### config.mk
export PLATFORM = sky130hd
export DESIGN_NAME = sram_port_sched
export DESIGN_NICKNAME = d
export VERILOG_FILES = /design/src/rtl/sram_sched_pkg.sv /design/src/rtl/sram_sched_rr.sv /design/src/rtl/sram_port_sched.sv
export SDC_FILE = /design/constraint.sdc
export NUM_CORES = 1
export LEC_CHECK = 0
export ABC_AREA = 1
export CAP_MARGIN = 20
export CORE_AREA = 8 8 249 251
export CTS_CLUSTER_SIZE = 30
export DETAILED_ROUTE_END_ITERATION = 7
export DIE_AREA = 0 0 257 259
export GPL_TIMING_DRIVEN = 0
export PLACE_DENSITY_LB_ADDON = 0.08
export SLEW_MARGIN = 20
export SYNTH_ARGS = -nofsm -noshare
export SYNTH_HDL_FRONTEND = slang
export SYNTH_SLANG_ARGS = --single-unit
### constraint.sdc
create_clock -name clock -period 3.45 [get_ports clock]
set_input_delay 0.69 -clock clock [delete_from_list [all_inputs] [get_ports clock]]
set_output_delay 0.69 -clock clock [all_outputs]
set_load 0.03 [all_outputs]
### src/rtl/sram_sched_pkg.sv
// Shared state encoding, default geometry and priority encoding for the
// single-port SRAM scheduler (512x152 masked-write macro).
package sram_sched_pkg;

  localparam int DEF_DEPTH  = 512;
  localparam int DEF_ADDR_W = 9;
  localparam int DEF_WAYS   = 8;
  localparam int DEF_WAY_W  = 19;

  typedef enum logic {
    ST_INIT = 1'b0,
    ST_RUN  = 1'b1
  } state_e;

  localparam logic PRIO_RD = 1'b0;
  localparam logic PRIO_WR = 1'b1;

  // Requester slot positions in the arbiter req/gnt vectors.
  localparam int REQ_RD = 0;
  localparam int REQ_WR = 1;

endpackage

### src/rtl/sram_sched_rr.sv
// Two-requester round-robin arbiter: slot 0 is the reader, slot 1 the writer.
// After every grant the priority moves to the requester that did not win.
module sram_sched_rr
  import sram_sched_pkg::*;
(
  input  logic       clock,
  input  logic       reset_n,
  input  logic       enable,
  input  logic [1:0] req,
  output logic [1:0] gnt,
  output logic       prio
);

  logic       prio_r;
  logic [1:0] gnt_s;

  // Grant decode: a lone requester wins, a contested cycle follows prio.
  always_comb begin
    gnt_s = 2'b00;
    if (enable) begin
      case (req)
        2'b01:   gnt_s = 2'b01;
        2'b10:   gnt_s = 2'b10;
        2'b11:   gnt_s = (prio_r == PRIO_RD) ? 2'b01 : 2'b10;
        default: gnt_s = 2'b00;
      endcase
    end else begin
      gnt_s = 2'b00;
    end
  end

  // Priority register: hand priority to the loser of every grant.
  always_ff @(posedge clock or negedge reset_n) begin
    if (!reset_n) begin
      prio_r <= PRIO_RD;
    end else if (gnt_s[REQ_RD]) begin
      prio_r <= PRIO_WR;
    end else if (gnt_s[REQ_WR]) begin
      prio_r <= PRIO_RD;
    end else begin
      prio_r <= prio_r;
    end
  end

  assign gnt  = gnt_s;
  assign prio = prio_r;

endmodule

### src/rtl/sram_port_sched.sv
// Shares the macro's single RW port between a reader and a masked writer.
// Define SRAM_SCHED_INIT_EN to zero-fill the array after reset and on flush_req.
module sram_port_sched
  import sram_sched_pkg::*;
#(
  parameter int DEPTH  = DEF_DEPTH,
  parameter int ADDR_W = DEF_ADDR_W,
  parameter int WAYS   = DEF_WAYS,
  parameter int WAY_W  = DEF_WAY_W
) (
  input  logic                    clock,
  input  logic                    reset_n,
  input  logic                    rd_valid,
  output logic                    rd_ready,
  input  logic [ADDR_W-1:0]       rd_addr,
  output logic                    resp_valid,
  output logic [WAYS*WAY_W-1:0]   resp_data,
  input  logic                    wr_valid,
  output logic                    wr_ready,
  input  logic [ADDR_W-1:0]       wr_addr,
  input  logic [WAYS-1:0]         wr_mask,
  input  logic [WAYS*WAY_W-1:0]   wr_data,
  input  logic                    flush_req,
  output logic                    init_done,
  output logic                    sram_en,
  output logic                    sram_wmode,
  output logic [ADDR_W-1:0]       sram_addr,
  output logic [WAYS-1:0]         sram_wmask,
  output logic [WAYS*WAY_W-1:0]   sram_wdata,
  input  logic [WAYS*WAY_W-1:0]   sram_rdata
);

  localparam int DW = WAYS * WAY_W;

  logic [1:0]        req_s;
  logic [1:0]        gnt_s;
  logic              prio_unused_s;
  logic              init_done_r;
  logic              rd_pend_r;
  logic              resp_valid_r;
  logic [DW-1:0]     resp_data_r;
  logic              fill_s;
  logic [ADDR_W-1:0] fill_addr_s;

`ifdef SRAM_SCHED_INIT_EN
  state_e            state_r;
  state_e            state_nxt_s;
  logic [ADDR_W-1:0] cnt_r;
  logic [ADDR_W-1:0] cnt_nxt_s;

  // Sweep sequencing: flush restarts the fill from address 0 in either state.
  always_comb begin
    state_nxt_s = state_r;
    cnt_nxt_s   = cnt_r;
    case (state_r)
      ST_INIT: begin
        if (flush_req) begin
          cnt_nxt_s = {ADDR_W{1'b0}};
        end else if (cnt_r == ADDR_W'(DEPTH - 1)) begin
          cnt_nxt_s   = {ADDR_W{1'b0}};
          state_nxt_s = ST_RUN;
        end else begin
          cnt_nxt_s = cnt_r + ADDR_W'(1);
        end
      end
      ST_RUN: begin
        if (flush_req) begin
          state_nxt_s = ST_INIT;
          cnt_nxt_s   = {ADDR_W{1'b0}};
        end else begin
          state_nxt_s = ST_RUN;
        end
      end
      default: begin
        state_nxt_s = ST_INIT;
        cnt_nxt_s   = {ADDR_W{1'b0}};
      end
    endcase
  end

  // FSM, fill counter and ready flag registers.
  always_ff @(posedge clock or negedge reset_n) begin
    if (!reset_n) begin
      state_r     <= ST_INIT;
      cnt_r       <= {ADDR_W{1'b0}};
      init_done_r <= 1'b0;
    end else begin
      state_r     <= state_nxt_s;
      cnt_r       <= cnt_nxt_s;
      init_done_r <= (state_nxt_s == ST_RUN);
    end
  end

  // The sweep must not touch the macro while reset is held.
  assign fill_s      = (state_r == ST_INIT) && reset_n;
  assign fill_addr_s = cnt_r;
`else
  logic unused_s;

  // Without the fill, the block is ready one cycle after reset release.
  always_ff @(posedge clock or negedge reset_n) begin
    if (!reset_n) begin
      init_done_r <= 1'b0;
    end else begin
      init_done_r <= 1'b1;
    end
  end

  assign fill_s      = 1'b0;
  assign fill_addr_s = {ADDR_W{1'b0}};
  assign unused_s    = flush_req | (DEPTH == 0);
`endif

  assign req_s = {wr_valid, rd_valid};

  sram_sched_rr u_rr (
    .clock   (clock),
    .reset_n (reset_n),
    .enable  (init_done_r),
    .req     (req_s),
    .gnt     (gnt_s),
    .prio    (prio_unused_s)
  );

  assign rd_ready = gnt_s[REQ_RD];
  assign wr_ready = gnt_s[REQ_WR];

  // Macro port mux: fill sweep, granted read, granted write, or idle (all zero).
  always_comb begin
    sram_en    = 1'b0;
    sram_wmode = 1'b0;
    sram_addr  = {ADDR_W{1'b0}};
    sram_wmask = {WAYS{1'b0}};
    sram_wdata = {DW{1'b0}};
    if (fill_s) begin
      sram_en    = 1'b1;
      sram_wmode = 1'b1;
      sram_addr  = fill_addr_s;
      sram_wmask = {WAYS{1'b1}};
    end else if (gnt_s[REQ_RD]) begin
      sram_en    = 1'b1;
      sram_addr  = rd_addr;
    end else if (gnt_s[REQ_WR]) begin
      sram_en    = 1'b1;
      sram_wmode = 1'b1;
      sram_addr  = wr_addr;
      sram_wmask = wr_mask;
      sram_wdata = wr_data;
    end else begin
      sram_en    = 1'b0;
    end
  end

  // Response capture: macro output is valid the cycle after the read accept.
  always_ff @(posedge clock or negedge reset_n) begin
    if (!reset_n) begin
      rd_pend_r    <= 1'b0;
      resp_valid_r <= 1'b0;
      resp_data_r  <= {DW{1'b0}};
    end else begin
      rd_pend_r    <= gnt_s[REQ_RD];
      resp_valid_r <= rd_pend_r;
      if (rd_pend_r) begin
        resp_data_r <= sram_rdata;
      end else begin
        resp_data_r <= resp_data_r;
      end
    end
  end

  assign resp_valid = resp_valid_r;
  assign resp_data  = resp_data_r;
  assign init_done  = init_done_r;

endmodule

==> key figures, run 1 <==
Status
  – Status: complete, no violations

Global route
  – Tot GR Track Use: 14.71%
  – Vias in the first global route: 9006
  – Antenna violations before repair: 3
  – Pin count of the biggest net entering global routing: 70
  – Overflow after GRT: 0
  – Global-route wire length before repair: 69700 um

Die
  – FP Rows: 89
  – Starting Density: 12.95%
  – Die Y: 259 um
  – Core Footprint: just under 60000 sq um
  – Die area: 66560 sq um
  – Die Width: 257 um
  – I/O pin count: 662

Critical path
  – Critical path peak fanout: 10
  – Crit-path slowest cell: clkdlybuf4s50_1
  – Crit Path Class: input port to output pin
  – Critical Path RT: 2.76 ns
  – Most used cell, CP: clkdlybuf4s50_1
  – Worst-path cell chain: clkdlybuf4s50_1 > nand2_4 > nand2_2 > buf_2 > nor2_1 > clkdlybuf4s50_1
  – Critical Path Start Type: input port
  – WP buf/inv: 3
  – Worst path arrival time: 2.64 ns
  – Crit path max-delay family: buffers and inverters
  – Critical path origin: rd_valid
  – Worst R2R Start: rd_pend_r
  – Max incr delay on CP: ~0.73 ns
  – Worst setup EP type: output pin

Cells and area
  – Fin util: a little over a quarter
  – Fin area: 15730 sq um
  – NumNets Final: approximately 2000
  – Post-route insts no fill: 2497
  – Area grow syn2layout: 108.7%
  – Share of cells above drive strength 1: 4.884%

Yosys
  – Primary FF master, synth: dfrtp_1
  – Synth top area cells: dfrtp_1, inv_1, o21ai_0
  – Yosys warnings: 0
  – Mapped cell area: 7540 sq um
  – Post-synthesis compound-gate area fraction: approximately a tenth
  – Ys async rst share: 100.0%
  – Largest family of logic cells by synthesized area: buffers and inverters
  – Xor-xnor portion of the synthesized cell area: 0%
  – Top cell type's share of synthesized area: 51.78%
  – Netlist cell types: 17
  – Multiplexer share of the synthesized area: 0%
  – Count leader, synth: inv_1
  – Most instantiated cells after synthesis: inv_1, nand2_1, nor2_1
  – Number of flops mapped to enable cells by yosys: 0
  – Post-synthesis simple-gate area fraction: 17.66%
  – Seq cells post-synth: between 150 and 200
  – Syn nets: about 1400
  – Synth area leader: dfrtp_1
  – Gate Count Post-Synth: 1025
  – Register area share after synthesis: 51.78%
  – Post-synthesis adder-cell area fraction: 0%
  – Avg Cell Area, Syn: 7.356 sq um

Timing
  – Tcrit/Tclk final: 96.64%
  – Final min period: ~3.3 ns
  – Hold Violations, Final: 0
  – Clock Skew: ~0.0074 ns
  – Max transition margin: approximately 52%
  – RSZ-0062 raised after global routing: false
  – Final setup vio count: 0
  – Worst slew pin tran: between 0.7 and 0.8 ns
  – Max-slew violation count: 0
  – Final worst setup slack: approximately 0.12 ns
  – Peak Freq: about 300 MHz

Clocking
  – CTS buffer count: 17
  – Root Driver: clkbuf_16
  – H-tree depth: 4
  – Max Buffers Root-to-Sink: 2
  – CTS sink count: approximately 160
  – Clk pin slew, worst setup/hold paths: 0.06 ns
  – Post-CTS Setup Inserts: 0
  – Clk_lat worst skew: 0.47 ns
  – TritonCTS clock tree: yes

Min path
  – Hold crit path type: flop to flop
  – Hold Startpoint: resp_data[102]

Routing
  – 1st-iter DRT viols: 302
  – DR pass1 iterations: 4
  – Post-route ant nets: 0
  – Wire per inst: between 20 and 25 um
  – Drt total wl: 50340 um
  – Vias per inst: 3.412
  – Vias: roughly 8500
  – Post-route DRC violation count: 0

Flow run
  – Maximum Capacitance Violations: 0

Pwr
  – Pwr Density: 455.6 nW/um^2
  – Comb pwr share: 39.7%
  – Final Power: just over 0.007 W
  – P_sw: 0.002733 W
  – Sequential share of power: 32.7%
  – Switching Share: 38.13%
  – P_int: 0.004435 W
  – Clock power share: between 20 and 30%
  – Worst vdd ir: 251.7 uV
  – Pleak: 8.221 nW

Placed design
  – Post-DP HPWL: 42580 um
  – Final GP Congestion: between 0.9 and 1
  – Number of port buffers: 660
  – # placed instances: 2460
  – DP Area: roughly 15000 sq um
  – Worst slack at placement: -0.3482 ns
layout make-up:
type | instances | area, sq um
fill | 6413 | 42510
timing repair buffer | 663 | 6619
sequential | 156 | 3904
multi-input combinational | 500 | 2101
inverter | 318 | 1194
tap | 773 | 967.2
clock buffer | 18 | 429.2
buffer | 51 | 347.8
clock inverter | 14 | 161.4
antenna | 4 | 10.01
worst reg2reg max path, cell delays in order (launching register included):
cell	delay [ns]
dfrtp_1	0.59
buf_6	0.24
clkbuf_1	0.57
o21ai_0	0.21
cells by family after synthesis:
kind of cell,after synthesis
flip-flops,156
buffers and inverters,369
AND/OR/NAND/NOR,346
other,1
AO/OA/AOI/OAI,153
timing repair:
item	CTS	global route
endpoints found under the hold margin	12	0
endpoints found under the setup margin	103	42
gates resized for setup	99	48
hold buffers	1	0
cells in the final DEF (no fill, tap or decap), drive strengths merged:
master and count:
buf 39, bufinv 2, clkbuf 40, clkdlybuf4s50 529
clkinv 6, clkinvlp 2, conb 1, dfrtp 156
diode 4, dlygate4sd2 88, dlygate4sd3 1, dlymetal6s2s 35
inv 322, nand2 168, nand3 18, nor2 160
o21ai 153
layer usage:
layer | vias to the layer above | track usage (%) | part of all wire, %
li1 | 4281 | - | -
met1 | 3845 | 16.66 | 40
met2 | 358 | 24.73 | 49
met3 | 34 | 7.046 | 10
met4 | 2 | 3.708 | 1.6
met5 | - | 0 | 0.026
sequential cells by signal (all words and copies together), names as in the netlist:
| signal | cells |
|---|---|
| init_done | 1 |
| resp_valid | 1 |
| rd_pend_r | 1 |
| resp_data | 152 |
| u_rr.prio | 1 |
worst paths after layout:
| path | slack [ns] | cells past startpoint | endpoint |
|---|---|---|---|
| worst max-delay path | 0.12 | 6 | sram_wdata[16] |
| worst min-delay path | 0.51 | 2 | resp_data[102] |
| worst max register to register | 1.69 | 3 | resp_data[56] |
| worst min register to register | 0.51 | 2 | resp_data[102] |
| max in group asynchronous | 1.82 | 4 | resp_data[64] |
| min in group asynchronous | 0.65 | 2 | resp_data[129] |
power groups by stage:
stage | Combinational (W) | Clock [W] | Sequential [W]
2_1_floorplan | 0.000618 | 0 | 0.00305
3_3_place_gp | 0.00294 | 0 | 0.00237
3_5_place_dp | 0.00293 | 0 | 0.00238
4_1_cts | 0.00291 | 0.00211 | 0.00235
5_1_grt | 0.00304 | 0.00216 | 0.00239
6_report | 0.00284 | 0.00198 | 0.00235
metrics by stage:
step           hold WS [ns]  setup TNS (ns)
5_1_grt              0.5330               0
4_1_cts              0.5137               0
2_1_floorplan        0.3944               0
3_5_place_dp         0.5008          -9.313
6_report             0.5077               0
3_3_place_gp         0.4969         -951.32
Note: power is estimated with default switching activity, not from simulation.
==> inputs of run 2 (changes only) <==
CORE_AREA = 8 8 250 252   (was 8 8 249 251)
CTS_BUF_LIST = sky130_fd_sc_hd__clkbuf_8   (was unset)
DIE_AREA = 0 0 258 260   (was 0 0 257 259)
SYNTH_HIERARCHICAL = 1   (was unset)
==> key figures, run 2 <==
Status
  – Status: finished with violations
  – Failing checks: negative setup slack

Yosys
  – Mapped cell area: 7621 sq um (+1.1%)
  – Count leader, synth: nand2_1
  – Ys async rst share: 100.0% (unchanged)
  – Netlist cell types: 16 (-1)
  – Yosys warnings: 6 (+6)
  – Syn nets: 1380 (+1.5%)
  – Register area share after synthesis: 51.22% (-0.55 points)
  – Avg Cell Area, Syn: 7.293 sq um (-0.86%)
  – Most instantiated cells after synthesis: nand2_1, nor2_1, dfrtp_1, inv_1, o21ai_0
  – Gate Count Post-Synth: 1045 (+2.0%)
  – Seq cells post-synth: 156 (unchanged)
  – Top cell type's share of synthesized area: 51.22% (-0.55 points)
  – Synth top area cells: dfrtp_1, nand2_1, o21ai_0
  – Number of flops mapped to enable cells by yosys: 0 (unchanged)
  – Synth area leader: dfrtp_1
  – Primary FF master, synth: dfrtp_1

Min path
  – Hold crit path type: flop to flop
  – Hold Startpoint: resp_data[138]
  – WHS Path Cells: 2 (unchanged)
  – Hold Path Sink: resp_data[138]

Cells and area
  – Area grow syn2layout: 106.7%
  – Fin area: 15750 sq um (+0.13%)
  – Most common cell after layout, fill and taps aside: clkdlybuf4s50_1
  – Flip-flop and latch area: 3904 sq um (unchanged)
  – Filler cells: 6561 (+2.3%)
  – Share of cells above drive strength 1: 10.92% (+6.0 points)
  – Max reg flops: 152 (unchanged)
  – Fin util: 26.94% (-0.069 points)
  – Post-route insts no fill: 2529 (+1.3%)
  – Multi-input gate area: 2688 sq um (+28%)
  – NumNets Final: 2062 (+0.98%)
  – Leading cell types in the layout, fill and taps excluded: clkdlybuf4s50_1, nand2_1, nor2_1

Timing
  – RSZ-0062 raised after global routing: true
  – Hold Violations, Final: 0 (unchanged)
  – Clock Skew: 0.01913 ns (+0.01176 ns)
  – Max-slew violation count: 0 (unchanged)
  – Final setup vio count: 3 (+3)
  – Final min period: 3.496 ns (+0.1622 ns)
  – Final worst setup slack: -0.04614 ns (-0.1622 ns)
  – Tcrit/Tclk final: 101.3% (+4.7 points)
  – Worst slew pin tran: 0.7565 ns (+0.04329 ns)
  – Max transition margin: 49.56% (-2.9 points)
  – Peak Freq: 286.0 MHz (-4.6%)
  – Setup TNS: -0.09734 ns (-0.09734 ns)

Clocking
  – Clk pin slew, worst setup/hold paths: 0.10 ns (+0.04 ns)
  – CTS buffer count: 17 (unchanged)
  – Post-CTS Setup Inserts: 0 (unchanged)
  – CTS sink count: 156 (unchanged)
  – TritonCTS clock tree: yes
  – Root Driver: clkbuf_8
  – Max Buffers Root-to-Sink: 2 (unchanged)
  – H-tree depth: 4 (unchanged)
  – Clk_lat worst skew: 0.55 ns (+0.08 ns)

Routing
  – DR pass1 iterations: 6 (+2)
  – Wire per inst: 21.52 um (+6.7%)
  – Drt total wl: 54420 um (+8.1%)
  – 1st-iter DRT viols: 403 (+33%)
  – Vias per inst: 3.623 (+6.2%)
  – Post-route ant nets: 0 (unchanged)
  – Post-route DRC violation count: 0 (unchanged)
  – Vias: 9162 (+7.5%)

Critical path
  – Critical Path Start Type: input port
  – Reg2reg setup slack: 1.57 ns (-0.12 ns)
  – FF-to-FF path depth: 3 (unchanged)
  – Critical R2R Capture: resp_data[74]
  – Crit Path Class: input port to output pin
  – Worst path arrival time: 2.81 ns (+0.17 ns)
  – Critical path peak fanout: 10 (unchanged)
  – Critical Path RT: 2.76 ns (about the same)
  – Worst setup EP type: output pin
  – Worst R2R Start: rd_pend_r

Global route
  – Pin count of the biggest net entering global routing: 76 (+8.6%)
  – GR Layer Usage met1: 15.48% (-1.2 points)
  – Tot GR Track Use: 15.77% (+1.1 points)
  – Overflow after GRT: 0 (unchanged)
  – Global-route wire length before repair: 75780 um (+8.7%)
  – Antenna violations before repair: 26 (+23)
  – GRT busiest layer: met2
  – Met3 usage: 6.939% (-0.11 points)
  – GRT met2 Usage: 29.37% (+4.6 points)
  – Vias in the first global route: 10014 (+11%)

Pwr
  – Pwr Density: 422.7 nW/um^2 (-7.2%)
  – Pleak: 7.623 nW (-7.3%)
  – Worst vdd ir: 326.0 uV (+30%)

Die
  – Core Footprint: 58460 sq um (+0.38%)
  – Die Width: 258 um (+0.39%)
  – I/O pin count: 662 (unchanged)
  – Die area: 67080 sq um (+0.78%)
  – FP Rows: 89 (unchanged)
  – Starting Density: 13.04% (+0.090 points)
  – Die Y: 260 um (+0.39%)

Placed design
  – # placed instances: 2480 (+0.81%)
  – Number of port buffers: 660 (unchanged)
  – Final GP Congestion: 0.8005 (-13%)
  – DP Area: 15250 sq um (+0.54%)
  – Post-DP HPWL: 45430 um (+6.7%)

Flow run
  – Maximum Capacitance Violations: 0 (unchanged)
-- run 2: final cells by class --
cell class	instances	share of cell area, %
repair buffers	663	42.31
flip-flops and latches	156	24.78
multi-input cells	661	17.06
well taps	773	6.140
inverters	157	3.741
plain buffers	71	3.082
clock buffers	17	1.485
clock inverters	15	1.144
diodes	16	0.2542
-- run 2: logic make-up after synthesis --
family	share of synthesized area (%)
AO/OA/AOI/OAI	10.05
buffers and inverters	13.56
flip-flops	51.22
other	0.04921
AND/OR/NAND/NOR	25.12
-- run 2: critical path: stages --
cell and delay (ns):
clkdlybuf4s50_1 0.50, nand2_1 0.06, inv_1 0.05, nand2_1 0.05, inv_1 0.10, clkbuf_4 0.22, clkinv_1 0.27, nand3_1 0.20
nand2_1 0.06, clkdlybuf4s50_1 0.60
-- run 2: worst max path at each step --
stage / cells after the start / from / slack [ns] / endpoint
after floorplan: 7 / wr_valid / 0.41 / sram_wdata[100]
after CTS: 9 / rd_valid / -0.23 / sram_wdata[47]
final: 10 / rd_valid / -0.05 / sram_addr[3]
after detailed placement: 9 / wr_valid / -0.64 / sram_wdata[63]
after global routing: 10 / rd_valid / -0.20 / sram_addr[3]
after global placement: 1 / reset_n / -6.07 / resp_data[66]
-- run 2: where the power goes --
| part | leakage (nW) | switching (W) | internal (W) | total (W) |
|---|---|---|---|---|
| clock | 0.210 | 0.000863 | 0.000669 | 0.00153 |
| combinational | 5.49 | 0.00162 | 0.00118 | 0.00280 |
| sequential | 1.92 | 0.000175 | 0.00215 | 0.00233 |
| total | 7.62 | 0.00266 | 0.00400 | 0.00666 |
-- run 2: per-stage QoR --
stage	setup WS [ns]	total power (W)	hold slack [ns]
after global routing	-0.1992	0.007077	0.4764
after detailed placement	-0.6350	0.005239	0.4959
final	-0.04614	0.006659	0.5147
after global placement	-6.069	0.005234	0.4937
after CTS	-0.2288	0.006849	0.4511
after floorplan	0.4064	0.003641	0.3944
-- run 2: what timing repair did --
action / CTS / global route
pin swaps: 0 / 0
endpoints found under the setup margin: 171 / 158
endpoints found under the hold margin: 13 / 0
gates resized for setup: 290 / 108
hold buffers: 1 / 0
gates cloned: 0 / 0
-- run 2: per-layer routing --
metal  share of wire [%]  vias to the layer above  wire length (um)
li1                    -                     4492                 -
met1                  35                     4248             18840
met2                  54                      366             29280
met3                 9.6                       52              5232
met4                 1.9                        4              1034
met5               0.050                        -                27
